===== src/rtl/dp_operand_sequencer_pkg.sv =====
// Shared types and constants for the operand sequencer around the
// 4x16-bit -> 34-bit datapath.
package dp_seq_pkg;

    localparam int DEF_OP_W  = 16;
    localparam int DEF_RES_W = 34;
    localparam int NUM_OPS   = 4;

    typedef enum logic [1:0] {
        LOAD,
        SETTLE,
        CAPTURE,
        OUT
    } state_t;

    typedef logic [1:0] idx_t;
    typedef logic [3:0] cnt_t;

endpackage


===== src/rtl/dp_operand_sequencer_if.sv =====
// Operand input stream and result output stream of the sequencer.
// The slave modport is the sequencer's view, master is the environment's.
interface dp_operand_sequencer_if
    import dp_seq_pkg::*;
#(
    parameter int OP_W  = DEF_OP_W,
    parameter int RES_W = DEF_RES_W
);
    logic             s_valid;
    logic             s_ready;
    logic [OP_W-1:0]  s_data;
    logic             s_last;
    logic             m_valid;
    logic             m_ready;
    logic [RES_W-1:0] m_data;

    modport slave (
        input  s_valid, s_data, s_last, m_ready,
        output s_ready, m_valid, m_data
    );

    modport master (
        output s_valid, s_data, s_last, m_ready,
        input  s_ready, m_valid, m_data
    );

endinterface


===== src/rtl/dp_operand_sequencer_result_slice.sv =====
// Result output register: loads on capture, holds until the downstream
// valid/ready handshake completes.
module dp_result_slice #(
    parameter int RES_W = 34
) (
    input  logic             clk,
    input  logic             rst_n,
    input  logic             capture,
    input  logic [RES_W-1:0] d,
    input  logic             ready,
    output logic             valid,
    output logic [RES_W-1:0] q
);

    logic             valid_reg;
    logic [RES_W-1:0] data_reg;

    always_ff @(posedge clk or negedge rst_n) begin
        if (!rst_n) begin
            valid_reg <= 1'b0;
            data_reg  <= '0;
        end else if (capture) begin
            valid_reg <= 1'b1;
            data_reg  <= d;
        end else if (valid_reg && ready) begin
            valid_reg <= 1'b0;
        end
    end

    assign valid = valid_reg;
    assign q     = data_reg;

endmodule


===== src/rtl/dp_operand_sequencer.sv =====
// Loads four operand words, lets the datapath settle, captures its result.
// Optional short frames (s_last) are enabled by DP_OPSEQ_SHORT_FRAME_EN.
module dp_operand_sequencer
    import dp_seq_pkg::*;
#(
    parameter int OP_W          = DEF_OP_W,
    parameter int RES_W         = DEF_RES_W,
    parameter int SETTLE_CYCLES = 2
) (
    input  logic                  clk,
    input  logic                  rst_n,
    dp_operand_sequencer_if.slave bus,
    output logic [OP_W-1:0]       dp_in1,
    output logic [OP_W-1:0]       dp_in2,
    output logic [OP_W-1:0]       dp_in3,
    output logic [OP_W-1:0]       dp_in4,
    input  logic [RES_W-1:0]      dp_out1
);

    state_t state_reg, state_next;
    idx_t   idx_reg, idx_next;
    cnt_t   cnt_reg, cnt_next;
    logic   s_ready_reg;
    logic   capture;
    logic   accept;
    logic   last_word;
    logic   frame_end;

    logic [OP_W-1:0] op_reg [NUM_OPS];

    assign accept = bus.s_valid && s_ready_reg;

`ifdef DP_OPSEQ_SHORT_FRAME_EN
    assign last_word = bus.s_last;
`else
    assign last_word = 1'b0;
`endif

    assign frame_end = accept && ((idx_reg == idx_t'(NUM_OPS - 1)) || last_word);

    always_ff @(posedge clk or negedge rst_n) begin
        if (!rst_n) begin
            state_reg   <= LOAD;
            idx_reg     <= '0;
            cnt_reg     <= '0;
            s_ready_reg <= 1'b0;
        end else begin
            state_reg   <= state_next;
            idx_reg     <= idx_next;
            cnt_reg     <= cnt_next;
            s_ready_reg <= (state_next == LOAD);
        end
    end

    always_comb begin
        state_next = state_reg;
        idx_next   = idx_reg;
        cnt_next   = cnt_reg;
        capture    = 1'b0;
        case (state_reg)
            LOAD: begin
                if (frame_end) begin
                    idx_next   = '0;
                    cnt_next   = cnt_t'(SETTLE_CYCLES);
                    state_next = SETTLE;
                end else if (accept) begin
                    idx_next = idx_reg + 1'b1;
                end
            end
            SETTLE: begin
                if (cnt_reg == '0) begin
                    state_next = CAPTURE;
                end else begin
                    cnt_next = cnt_reg - 1'b1;
                end
            end
            CAPTURE: begin
                capture    = 1'b1;
                state_next = OUT;
            end
            OUT: begin
                if (bus.m_valid && bus.m_ready) begin
                    state_next = LOAD;
                end
            end
            default: state_next = LOAD;
        endcase
    end

    // A short frame zeroes every operand above the terminating word.
    generate
        for (genvar gi = 0; gi < NUM_OPS; gi++) begin : g_op
            always_ff @(posedge clk or negedge rst_n) begin
                if (!rst_n) begin
                    op_reg[gi] <= '0;
                end else if (accept && (idx_reg == idx_t'(gi))) begin
                    op_reg[gi] <= bus.s_data;
                end else if (frame_end && (gi > int'(idx_reg))) begin
                    op_reg[gi] <= '0;
                end
            end
        end
    endgenerate

    assign dp_in1      = op_reg[0];
    assign dp_in2      = op_reg[1];
    assign dp_in3      = op_reg[2];
    assign dp_in4      = op_reg[3];
    assign bus.s_ready = s_ready_reg;

    dp_result_slice #(
        .RES_W(RES_W)
    ) u_result (
        .clk    (clk),
        .rst_n  (rst_n),
        .capture(capture),
        .d      (dp_out1),
        .ready  (bus.m_ready),
        .valid  (bus.m_valid),
        .q      (bus.m_data)
    );

endmodule


===== src/flat_wrapper.sv =====
// flat-port wrapper written by rule: the top's interface ports become plain ports
module dp_operand_sequencer_flat import dp_seq_pkg::*;
#(
    parameter int OP_W          = DEF_OP_W,
    parameter int RES_W         = DEF_RES_W,
    parameter int SETTLE_CYCLES = 2
)
  (clk, rst_n, dp_in1, dp_in2, dp_in3, dp_in4, dp_out1, bus_s_valid, bus_s_data, bus_s_last, bus_m_ready, bus_s_ready, bus_m_valid, bus_m_data);
  dp_operand_sequencer_if #(.OP_W(OP_W), .RES_W(RES_W)) bus_i ();
  input  logic clk;
  input  logic rst_n;
  output logic [OP_W-1:0] dp_in1;
  output logic [OP_W-1:0] dp_in2;
  output logic [OP_W-1:0] dp_in3;
  output logic [OP_W-1:0] dp_in4;
  input  logic [RES_W-1:0] dp_out1;
  input wire logic [$bits(bus_i.s_valid)-1:0] bus_s_valid;
  input wire logic [$bits(bus_i.s_data)-1:0] bus_s_data;
  input wire logic [$bits(bus_i.s_last)-1:0] bus_s_last;
  input wire logic [$bits(bus_i.m_ready)-1:0] bus_m_ready;
  output wire logic [$bits(bus_i.s_ready)-1:0] bus_s_ready;
  output wire logic [$bits(bus_i.m_valid)-1:0] bus_m_valid;
  output wire logic [$bits(bus_i.m_data)-1:0] bus_m_data;
  assign bus_i.s_valid = bus_s_valid;
  assign bus_i.s_data = bus_s_data;
  assign bus_i.s_last = bus_s_last;
  assign bus_i.m_ready = bus_m_ready;
  assign bus_s_ready = bus_i.s_ready;
  assign bus_m_valid = bus_i.m_valid;
  assign bus_m_data = bus_i.m_data;
  dp_operand_sequencer #(.OP_W(OP_W), .RES_W(RES_W), .SETTLE_CYCLES(SETTLE_CYCLES)) u_core (.clk(clk), .rst_n(rst_n), .bus(bus_i), .dp_in1(dp_in1), .dp_in2(dp_in2), .dp_in3(dp_in3), .dp_in4(dp_in4), .dp_out1(dp_out1));
endmodule

===== config.mk =====
export PLATFORM = sky130hd
export DESIGN_NAME = dp_operand_sequencer_flat
export DESIGN_NICKNAME = d
export VERILOG_FILES = /design/src/rtl/dp_operand_sequencer_pkg.sv /design/src/rtl/dp_operand_sequencer_if.sv /design/src/rtl/dp_operand_sequencer_result_slice.sv /design/src/rtl/dp_operand_sequencer.sv /design/src/flat_wrapper.sv
export SDC_FILE = /design/constraint.sdc
export NUM_CORES = 1
export LEC_CHECK = 0
export ABC_AREA = 1
export ABC_CLOCK_PERIOD_IN_PS = 3550
export CAP_MARGIN = 10
export CORE_UTILIZATION = 48
export DETAILED_ROUTE_END_ITERATION = 7
export PLACE_DENSITY = 0.85
export SLEW_MARGIN = 25
export SYNTH_ARGS = -nofsm -noshare
export SYNTH_HDL_FRONTEND = slang
export SYNTH_HIERARCHICAL = 1
export SYNTH_SLANG_ARGS = --single-unit

===== constraint.sdc =====
create_clock -name clk -period 3.55 [get_ports clk]
set_input_delay 0.71 -clock clk [delete_from_list [all_inputs] [get_ports clk]]
set_output_delay 0.71 -clock clk [all_outputs]
set_load 0.03 [all_outputs]

==> results.tsv, run 1 <==
metric	value	unit
grt_pass1_wl	16800	um
slew_viol_final	0	
layout.nets	656	
first_pass_iters	4	
place_inst	691	
hold_ws	0.389	ns
cts_buffers	9	
tns	0	ns
pre_cts_ws	1.06	ns
port_buffers	153	
clk_path_buf_depth	2	
pin_count	155	
min_period	2.17	ns
grt_pass1_vias	3570	
worstPathMaxFanout	4	
diodes	0	
num_vias	3573	
layout-drive-gt1-share	0.0602	
final.fill_count	671	
postCtsHoldBufs	0	
cp_top_family	buffers and inverters	
max_freq	0.460	GHz
final_common_cell	nand2_1	
final_core_util	0.691	
outcome	finished, final reports clean	
overflow	0	
p_int	3.28	mW
cts_root_buf	clkbuf_8	
swShare	0.447	
p_leak	2.91	nW
die_y	96.8	um
hold_class	input port to asynchronous set/reset pin	
dpl_cell_area	0.00585	mm2
worst_path_max_delay_cell	clkdlybuf4s50_1	
wl_per_cell	14.2	um
syn_to_final_growth	39.8	%
cts_setup_buffers	0	
synth-seq-cells	108	
worst_pin_slew	0.974	ns
ys_seq_area_frac	0.627	
pwr-share-clk	0.113	
stdcell_count	706	
dieArea	0.00936	mm2
peakVddDrop	0.453	mV
criticalPathCategory	flip-flop to output port	
layout_common_cells	154 x nand2_1, 152 x clkdlybuf4s50_1, 108 x dfrtp_1	
setup_ws	1.38	ns
path_buf_inv	1	
via_per_inst	5.06	
core	0.00872	mm2
place.gp.congestion	0.764	
syn_area_per_cell	9.60	um2
start_kind	flip-flop	
initial_core_util	0.494	
drtIter0Drc	171	
fin_crit_sh	0.612	
grt_max_degree	57	
ctsResizeCount	0	
total_power	5.94	mW
setup_viol	0	
drc	0	
rows	34	
crit_start	u_core/u_result/valid	
clkTransAtPathRegs	0.10	ns
power_density	985	mW/mm2
drv_cap	0	
clock_skew	0.0126	ns
crit_required	2.84	ns
cts_tree	done	
drt-total-wl	10000	um
rsz0062_at_grt	no	
syn_nets	511	
ys_warn_count	6	
grt_antenna_before_repair	0	
place_hpwl	7210	um
end_kind	output port	
p_switching	2.66	mW
synth.distinct_cells	22	
clkSinkCount	108	
final_hold_viol_count	0	
slew_headroom	0.349	
comb_power_share	0.531	
netlist_instances	449	
max_stage_delay	0.71	ns
crit_chain	clkdlybuf4s50_1	
largest_reg_flops	34	
cts_max_level	3	
syn_area	0.00431	mm2
die_x	96.8	um
grt_usage	0.223	
worstReg2RegStart	u_core/idx_reg[1]	
cp.arrival	1.46	ns
p_seq_frac	0.355	
clkLatencyLatePin	0.37	ns
finalInstanceArea	0.00603	mm2
ant_nets	0	
==> power by group through the flow <==
stage / combinational (mW) / clock (mW) / sequential, mW
6_report: 3.15 / 0.673 / 2.11
3_5_place_dp: 3.16 / 0 / 2.14
3_3_place_gp: 3.08 / 0 / 2.11
2_1_floorplan: 0.866 / 0 / 3.12
5_1_grt: 3.38 / 0.741 / 2.18
4_1_cts: 3.17 / 0.693 / 2.11
==> kinds of logic after synthesis <==
family,after synthesis,share of synthesized area
AND/OR/NAND/NOR,217,0.212
flip-flops,108,0.627
AO/OA/AOI/OAI,68,0.0790
buffers and inverters,49,0.0615
adder cells (fa/ha/maj),7,0.0203
==> cell usage after synthesis <==
| cell | count | share of area |
|---|---|---|
| nand4_1 | 1 | 0.0015 |
| inv_8 | 1 | 0.0026 |
| ha_1 | 7 | 0.020 |
| inv_1 | 24 | 0.021 |
| nor2_2 | 1 | 0.0015 |
| nor3_1 | 1 | 0.0012 |
| clkbuf_1 | 3 | 0.0026 |
| nor2_1 | 9 | 0.0078 |
| a21oi_1 | 2 | 0.0023 |
| nand2_4 | 3 | 0.0078 |
| nand3_1 | 39 | 0.045 |
| o21ai_1 | 9 | 0.010 |
| nand2_1 | 154 | 0.13 |
| buf_2 | 9 | 0.010 |
| o21ai_0 | 57 | 0.066 |
| inv_2 | 2 | 0.0017 |
| buf_4 | 3 | 0.0052 |
| buf_6 | 5 | 0.013 |
| buf_8 | 1 | 0.0035 |
| inv_4 | 1 | 0.0015 |
| dfrtp_1 | 108 | 0.63 |
| nand2_2 | 9 | 0.013 |
==> area by class of cell <==
type                       count  area (um2)  share of cell area
clock buffer                   9         124              0.0206
clock inverter                 6        47.5             0.00789
inverter                      28         115              0.0191
multi-input combinational    292        1350               0.223
sequential                   108        2700               0.449
tap                          108         135              0.0224
timing repair buffer         155        1560               0.258
==> final timing paths <==
| kind | endpoint | slack (ns) | cells after the start |
|---|---|---|---|
| setup reg to reg | u_core/dp_in2[15] | 1.64 | 5 |
| hold / removal | u_core/dp_in3[3] | 0.39 | 1 |
| max in group asynchronous | u_core/u_result/q[16] | 2.42 | 2 |
| hold reg to reg | u_core/u_result/q[1] | 0.48 | 2 |
| setup / recovery | bus_m_valid | 1.38 | 1 |
| min in group clk | u_core/u_result/q[1] | 0.48 | 2 |
==> routing by layer <==
layer | wire [um] | share of wire | vias to the layer above | track usage
met4 | 160 | 0.016 | 0 | 0.0861
met2 | 4770 | 0.47 | 163 | 0.360
met1 | 4210 | 0.42 | 1680 | 0.282
met5 | 0 | 0 | - | 0
li1 | - | - | 1715 | -
met3 | 908 | 0.090 | 15 | 0.0708
Note: power is estimated with default switching activity, not from simulation.
==> run 2, diff against run 1 <==
--- a/config.mk
+++ b/config.mk
@@ -6,11 +6,11 @@
 export NUM_CORES = 1
 export LEC_CHECK = 0
 export ABC_AREA = 1
-export ABC_CLOCK_PERIOD_IN_PS = 3550
+export ABC_CLOCK_PERIOD_IN_PS = 1900
 export CAP_MARGIN = 10
-export CORE_UTILIZATION = 48
+export CORE_UTILIZATION = 40
 export DETAILED_ROUTE_END_ITERATION = 7
-export PLACE_DENSITY = 0.85
+export PLACE_DENSITY = 0.76
 export SLEW_MARGIN = 25
 export SYNTH_ARGS = -nofsm -noshare
 export SYNTH_HDL_FRONTEND = slang
==> constraint.sdc (replaced) <==
create_clock -name clk -period 1.9 [get_ports clk]
set_input_delay 0.38 -clock clk [delete_from_list [all_inputs] [get_ports clk]]
set_output_delay 0.38 -clock clk [all_outputs]
set_load 0.03 [all_outputs]
==> run 2 against run 1 <==
Compared with the run above:
- combinational power up 87%
- non-clock buffer count up 8
- core utilization down 9.5 points
- first-iteration DRC count up 6.4%
- register-to-register slack worse by 1.2 ns
- routed wire length up 0.97%
- cell count up 5.2%
- power up 90%
==> results.tsv, run 2 (synthesis results as in run 1) <==
metric	value	unit
finalInstanceArea	0.00618	mm2
grt_antenna_before_repair	0	
outcome	finished, final reports clean	
cts_max_level	3	
regArea	0.00270	mm2
final_hold_viol_count	0	
initial_core_util	0.416	
cp.arrival	1.43	ns
end_kind	output port	
drc	0	
fin_crit_sh	0.954	
pin_count	155	
drt-total-wl	10100	um
diodes	0	
total_power	11.3	mW
setup_viol	0	
clkLatencyLatePin	0.36	ns
core	0.0104	mm2
start_kind	flip-flop	
rows	37	
p_leak	3.00	nW
cts_setup_buffers	0	
place_hpwl	7280	um
cts_buffers	9	
die_y	106	um
grt_max_degree	42	
worst_pin_slew	0.454	ns
grt_pass1_vias	3491	
layout_common_cells	154 x nand2_1, 150 x clkdlybuf4s50_1, 108 x dfrtp_1	
syn_to_final_growth	43.4	%
layout.nets	664	
place.gp.congestion	0.790	
grt_pass1_wl	16800	um
rsz0062_at_grt	no	
crit_chain	clkdlybuf4s50_1	
ant_nets	0	
first_pass_iters	4	
final.fill_count	887	
worst_path_max_delay_cell	clkdlybuf4s50_1	
path_buf_inv	1	
die_x	106	um
crit_required	1.52	ns
power_density	1830	mW/mm2
layout-drive-gt1-share	0.0708	
slew_viol_final	0	
hold_class	flip-flop to flip-flop	
cts_tree	done	
clk_path_buf_depth	2	
min_period	1.81	ns
clkSinkCount	108	
num_vias	3572	
cts_root_buf	clkbuf_8	
dieArea	0.0112	mm2
port_buffers	153	
cp_top_family	buffers and inverters	
drv_cap	0	
dpl_cell_area	0.00595	mm2
wl_per_cell	13.7	um
clkTransAtPathRegs	0.09	ns
worstPathMaxFanout	2	
max_freq	0.552	GHz
grt_usage	0.193	
clock_skew	0.00698	ns
via_per_inst	4.81	
largest_reg_flops	34	
overflow	0	
multi_input_area	0.00135	mm2
tns	0	ns
final_common_cell	nand2_1	
drtIter0Drc	182	
slew_headroom	0.697	
max_stage_delay	0.69	ns
criticalPathCategory	flip-flop to output port	
peakVddDrop	0.976	mV
run 2: cell count changes in the layout (fill, tap and decap cells not counted), sizes merged:
cell           previous run  this run
clkinvlp                  3         0
inv                      30        29
dlymetal6s2s              0         2
buf                       3        10
bufinv                    0         1
clkinv                    1         2
clkbuf                    9        12
clkdlybuf4s50           152       150
dlygate4sd3               0         1
run 2: timing repair:
action                                  in CTS  in global routing
endpoints found under the setup margin       0                  2
resized for setup                            0                  2
hold buffers                                 1                  0
hold endpoints to repair                    33                  0
run 2: per-stage QoR:
step | util | hold WS [ns] | cells | setup slack (ns)
CTS | 0.596 | 0.486 | 743 | 0.0283
global placement | 0.574 | 0.356 | 726 | 0.212
global route | 0.596 | 0.508 | 743 | 0.0156
finish | 0.596 | 0.481 | 743 | 0.0882
floorplan | - | 0.0844 | 449 | 0.588
detailed placement | 0.574 | 0.357 | 726 | 0.157
run 2: cell type report:
class / count / share of cell area
well taps: 136 / 0.0275
multi-input cells: 292 / 0.218
clock buffers: 12 / 0.0251
clock inverters: 4 / 0.00911
flip-flops and latches: 108 / 0.437
repair buffers: 163 / 0.265
inverters: 28 / 0.0186
run 2: path summary, 6_finish.rpt:
check / from / end / slack [ns] / cells after the start
max reg2reg: u_core/idx_reg[1] / u_core/dp_in1[15] / 0.44 / 6
max: u_core/u_result/q[23] / bus_m_data[23] / 0.09 / 1
max in group asynchronous: rst_n / u_core/dp_in1[12] / 0.70 / 3
min in group asynchronous: rst_n / u_core/dp_in2[4] / 0.51 / 2
min reg2reg: u_core/u_result/q[14] / u_core/u_result/q[14] / 0.48 / 2
min: u_core/u_result/q[14] / u_core/u_result/q[14] / 0.48 / 2
run 2: where the power goes:
group	internal, mW	switching, mW
clock network	0.693	0.751
registers	3.33	0.619
logic	2.35	3.55
total	6.37	4.92
run 2: layer usage:
metal  vias up  GRT usage  wire [um]
li1       1731          -          -
met1      1682      0.257       4480
met2       149      0.298       4590
met3        10     0.0581        953
met4         0     0.0675        124
met5         -          0          0
==> run 3, diff against run 2 <==
--- a/config.mk
+++ b/config.mk
@@ -6,11 +6,14 @@
 export NUM_CORES = 1
 export LEC_CHECK = 0
 export ABC_AREA = 1
-export ABC_CLOCK_PERIOD_IN_PS = 1900
+export ABC_CLOCK_PERIOD_IN_PS = 2000
 export CAP_MARGIN = 10
-export CORE_UTILIZATION = 40
+export CELL_PAD_IN_SITES_DETAIL_PLACEMENT = 1
+export CELL_PAD_IN_SITES_GLOBAL_PLACEMENT = 2
+export CORE_UTILIZATION = 26
 export DETAILED_ROUTE_END_ITERATION = 7
-export PLACE_DENSITY = 0.76
+export PLACE_DENSITY_LB_ADDON = 0.1
+export SETUP_SLACK_MARGIN = 0.1
 export SLEW_MARGIN = 25
 export SYNTH_ARGS = -nofsm -noshare
 export SYNTH_HDL_FRONTEND = slang
==> constraint.sdc (replaced) <==
create_clock -name clk -period 2 [get_ports clk]
set_input_delay 0.4 -clock clk [delete_from_list [all_inputs] [get_ports clk]]
set_output_delay 0.4 -clock clk [all_outputs]
set_load 0.03 [all_outputs]
==> run 3 against run 2 <==
Compared with the run above:
- cell count up 11%
- largest power group unchanged
- largest cell class unchanged
- clock power up 26%
- core utilization down 20 points
- die area up 53%
==> results.tsv, run 3 (synthesis results as in run 1) <==
metric	value	unit
rows	46	
fin_crit_sh	0.924	
p_leak	3.02	nW
worst_pin_slew	0.611	ns
core	0.0161	mm2
drc	0	
start_kind	flip-flop	
met2_usage	0.252	
cts_max_level	3	
peakVddDrop	0.638	mV
hold_ws	0.113	ns
criticalPathCategory	flip-flop to output port	
grt_antenna_before_repair	0	
pin_count	155	
slew_viol_final	0	
path_buf_inv	1	
layout_common_cells	154 x nand2_1, 151 x clkdlybuf4s50_1, 108 x dfrtp_1	
final_hold_viol_count	0	
cp_top_family	buffers and inverters	
rsz0062_at_grt	no	
diodes	0	
drt-total-wl	12200	um
grtUsageMet3	0.0639	
setup_viol	0	
end_kind	output port	
crit_chain	clkdlybuf4s50_1	
power_density	1770	mW/mm2
die_y	131	um
pre_cts_ws	0.215	ns
overflow	0	
cts_tree	done	
via_per_inst	4.27	
ant_nets	0	
grt_max_degree	109	
cp.arrival	1.45	ns
die_x	131	um
hold_class	input port to asynchronous set/reset pin	
place.gp.congestion	0.706	
worstPathMaxFanout	2	
clkSinkCount	108	
clk_path_buf_depth	2	
drtIter0Drc	98	
slew_headroom	0.592	
busiest_layer	met2	
cts_root_buf	clkbuf_16	
worst_path_max_delay_cell	clkdlybuf4s50_1	
dieArea	0.0171	mm2
postCtsHoldBufs	0	
first_pass_iters	4	
layout-drive-gt1-share	0.0726	
outcome	finished, final reports clean	
max_freq	0.541	GHz
final_common_cell	nand2_1	
syn_to_final_growth	47.5	%
cts_buffers	9	
clock_skew	0.00682	ns
min_period	1.85	ns
grt_pass1_wl	19800	um
port_buffers	153	
setup_ws	0.152	ns
drv_cap	0	
place_hpwl	8580	um
largest_reg_flops	34	
met1_usage	0.182	
grt_pass1_vias	3750	
clkTransAtPathRegs	0.07	ns
clkLatencyLatePin	0.35	ns
crit_required	1.60	ns
layout.nets	663	
initial_core_util	0.268	
num_vias	3513	
tns	0	ns
max_stage_delay	0.74	ns
wl_per_cell	14.8	um
grt_usage	0.152	
-- run 3: cell types whose count changed in the layout (fill, tap and decap cells not counted), sizes merged --
cell and delta:
clkinv +1, clkdlybuf4s50 +1, clkbuf -3, clkinvlp +1, dlymetal6s2s -1, inv +1
dlygate4sd3 -1
-- run 3: per-layer routing --
metal  vias up  routed length (um)
met4         0                 125
met2       100                5790
li1       1726                   -
met5         -                   0
met3         8                 937
met1      1679                5310
-- run 3: area by class of cell --
cell class | count | area [um2]
well taps | 216 | 270
clock buffers | 9 | 225
flip-flops and latches | 108 | 2700
clock inverters | 7 | 73.8
repair buffers | 162 | 1620
fillers | 1822 | 9700
multi-input cells | 292 | 1350
inverters | 28 | 115
-- run 3: power breakdown --
part / internal (mW) / leakage (nW) / switching [mW]
registers: 3.17 / 1.37 / 0.584
logic: 2.25 / 1.51 / 3.45
clock network: 0.979 / 0.146 / 0.842
-- run 3: per-stage QoR --
stage | cells | cell area [um2] | utilization | power [mW]
2_1_floorplan | 449 | 4310 | - | 7.07
3_3_place_gp | 806 | 6050 | 0.377 | 9.46
3_5_place_dp | 806 | 6050 | 0.377 | 9.58
4_1_cts | 822 | 6350 | 0.396 | 11.5
5_1_grt | 822 | 6360 | 0.396 | 12.1
6_report | 822 | 6360 | 0.396 | 11.3
-- run 3: final timing paths --
kind,from,to,slack [ns],depth (start not counted)
worst max-delay path,u_core/dp_in4[14],dp_in4[14],0.15,1
worst min-delay path,rst_n,u_core/dp_in4[4],0.11,2
worst max register to register,u_core/idx_reg[1],u_core/dp_in2[13],0.61,6
worst min register to register,u_core/u_result/q[4],u_core/u_result/q[4],0.47,2
max in group asynchronous,rst_n,u_core/dp_in4[6],1.42,2
min in group clk,u_core/u_result/q[4],u_core/u_result/q[4],0.47,2
-- run 3: what timing repair did --
item,in CTS,in global routing
setup endpoints to repair,0,1
setup buffers,0,0
resized for setup,0,1
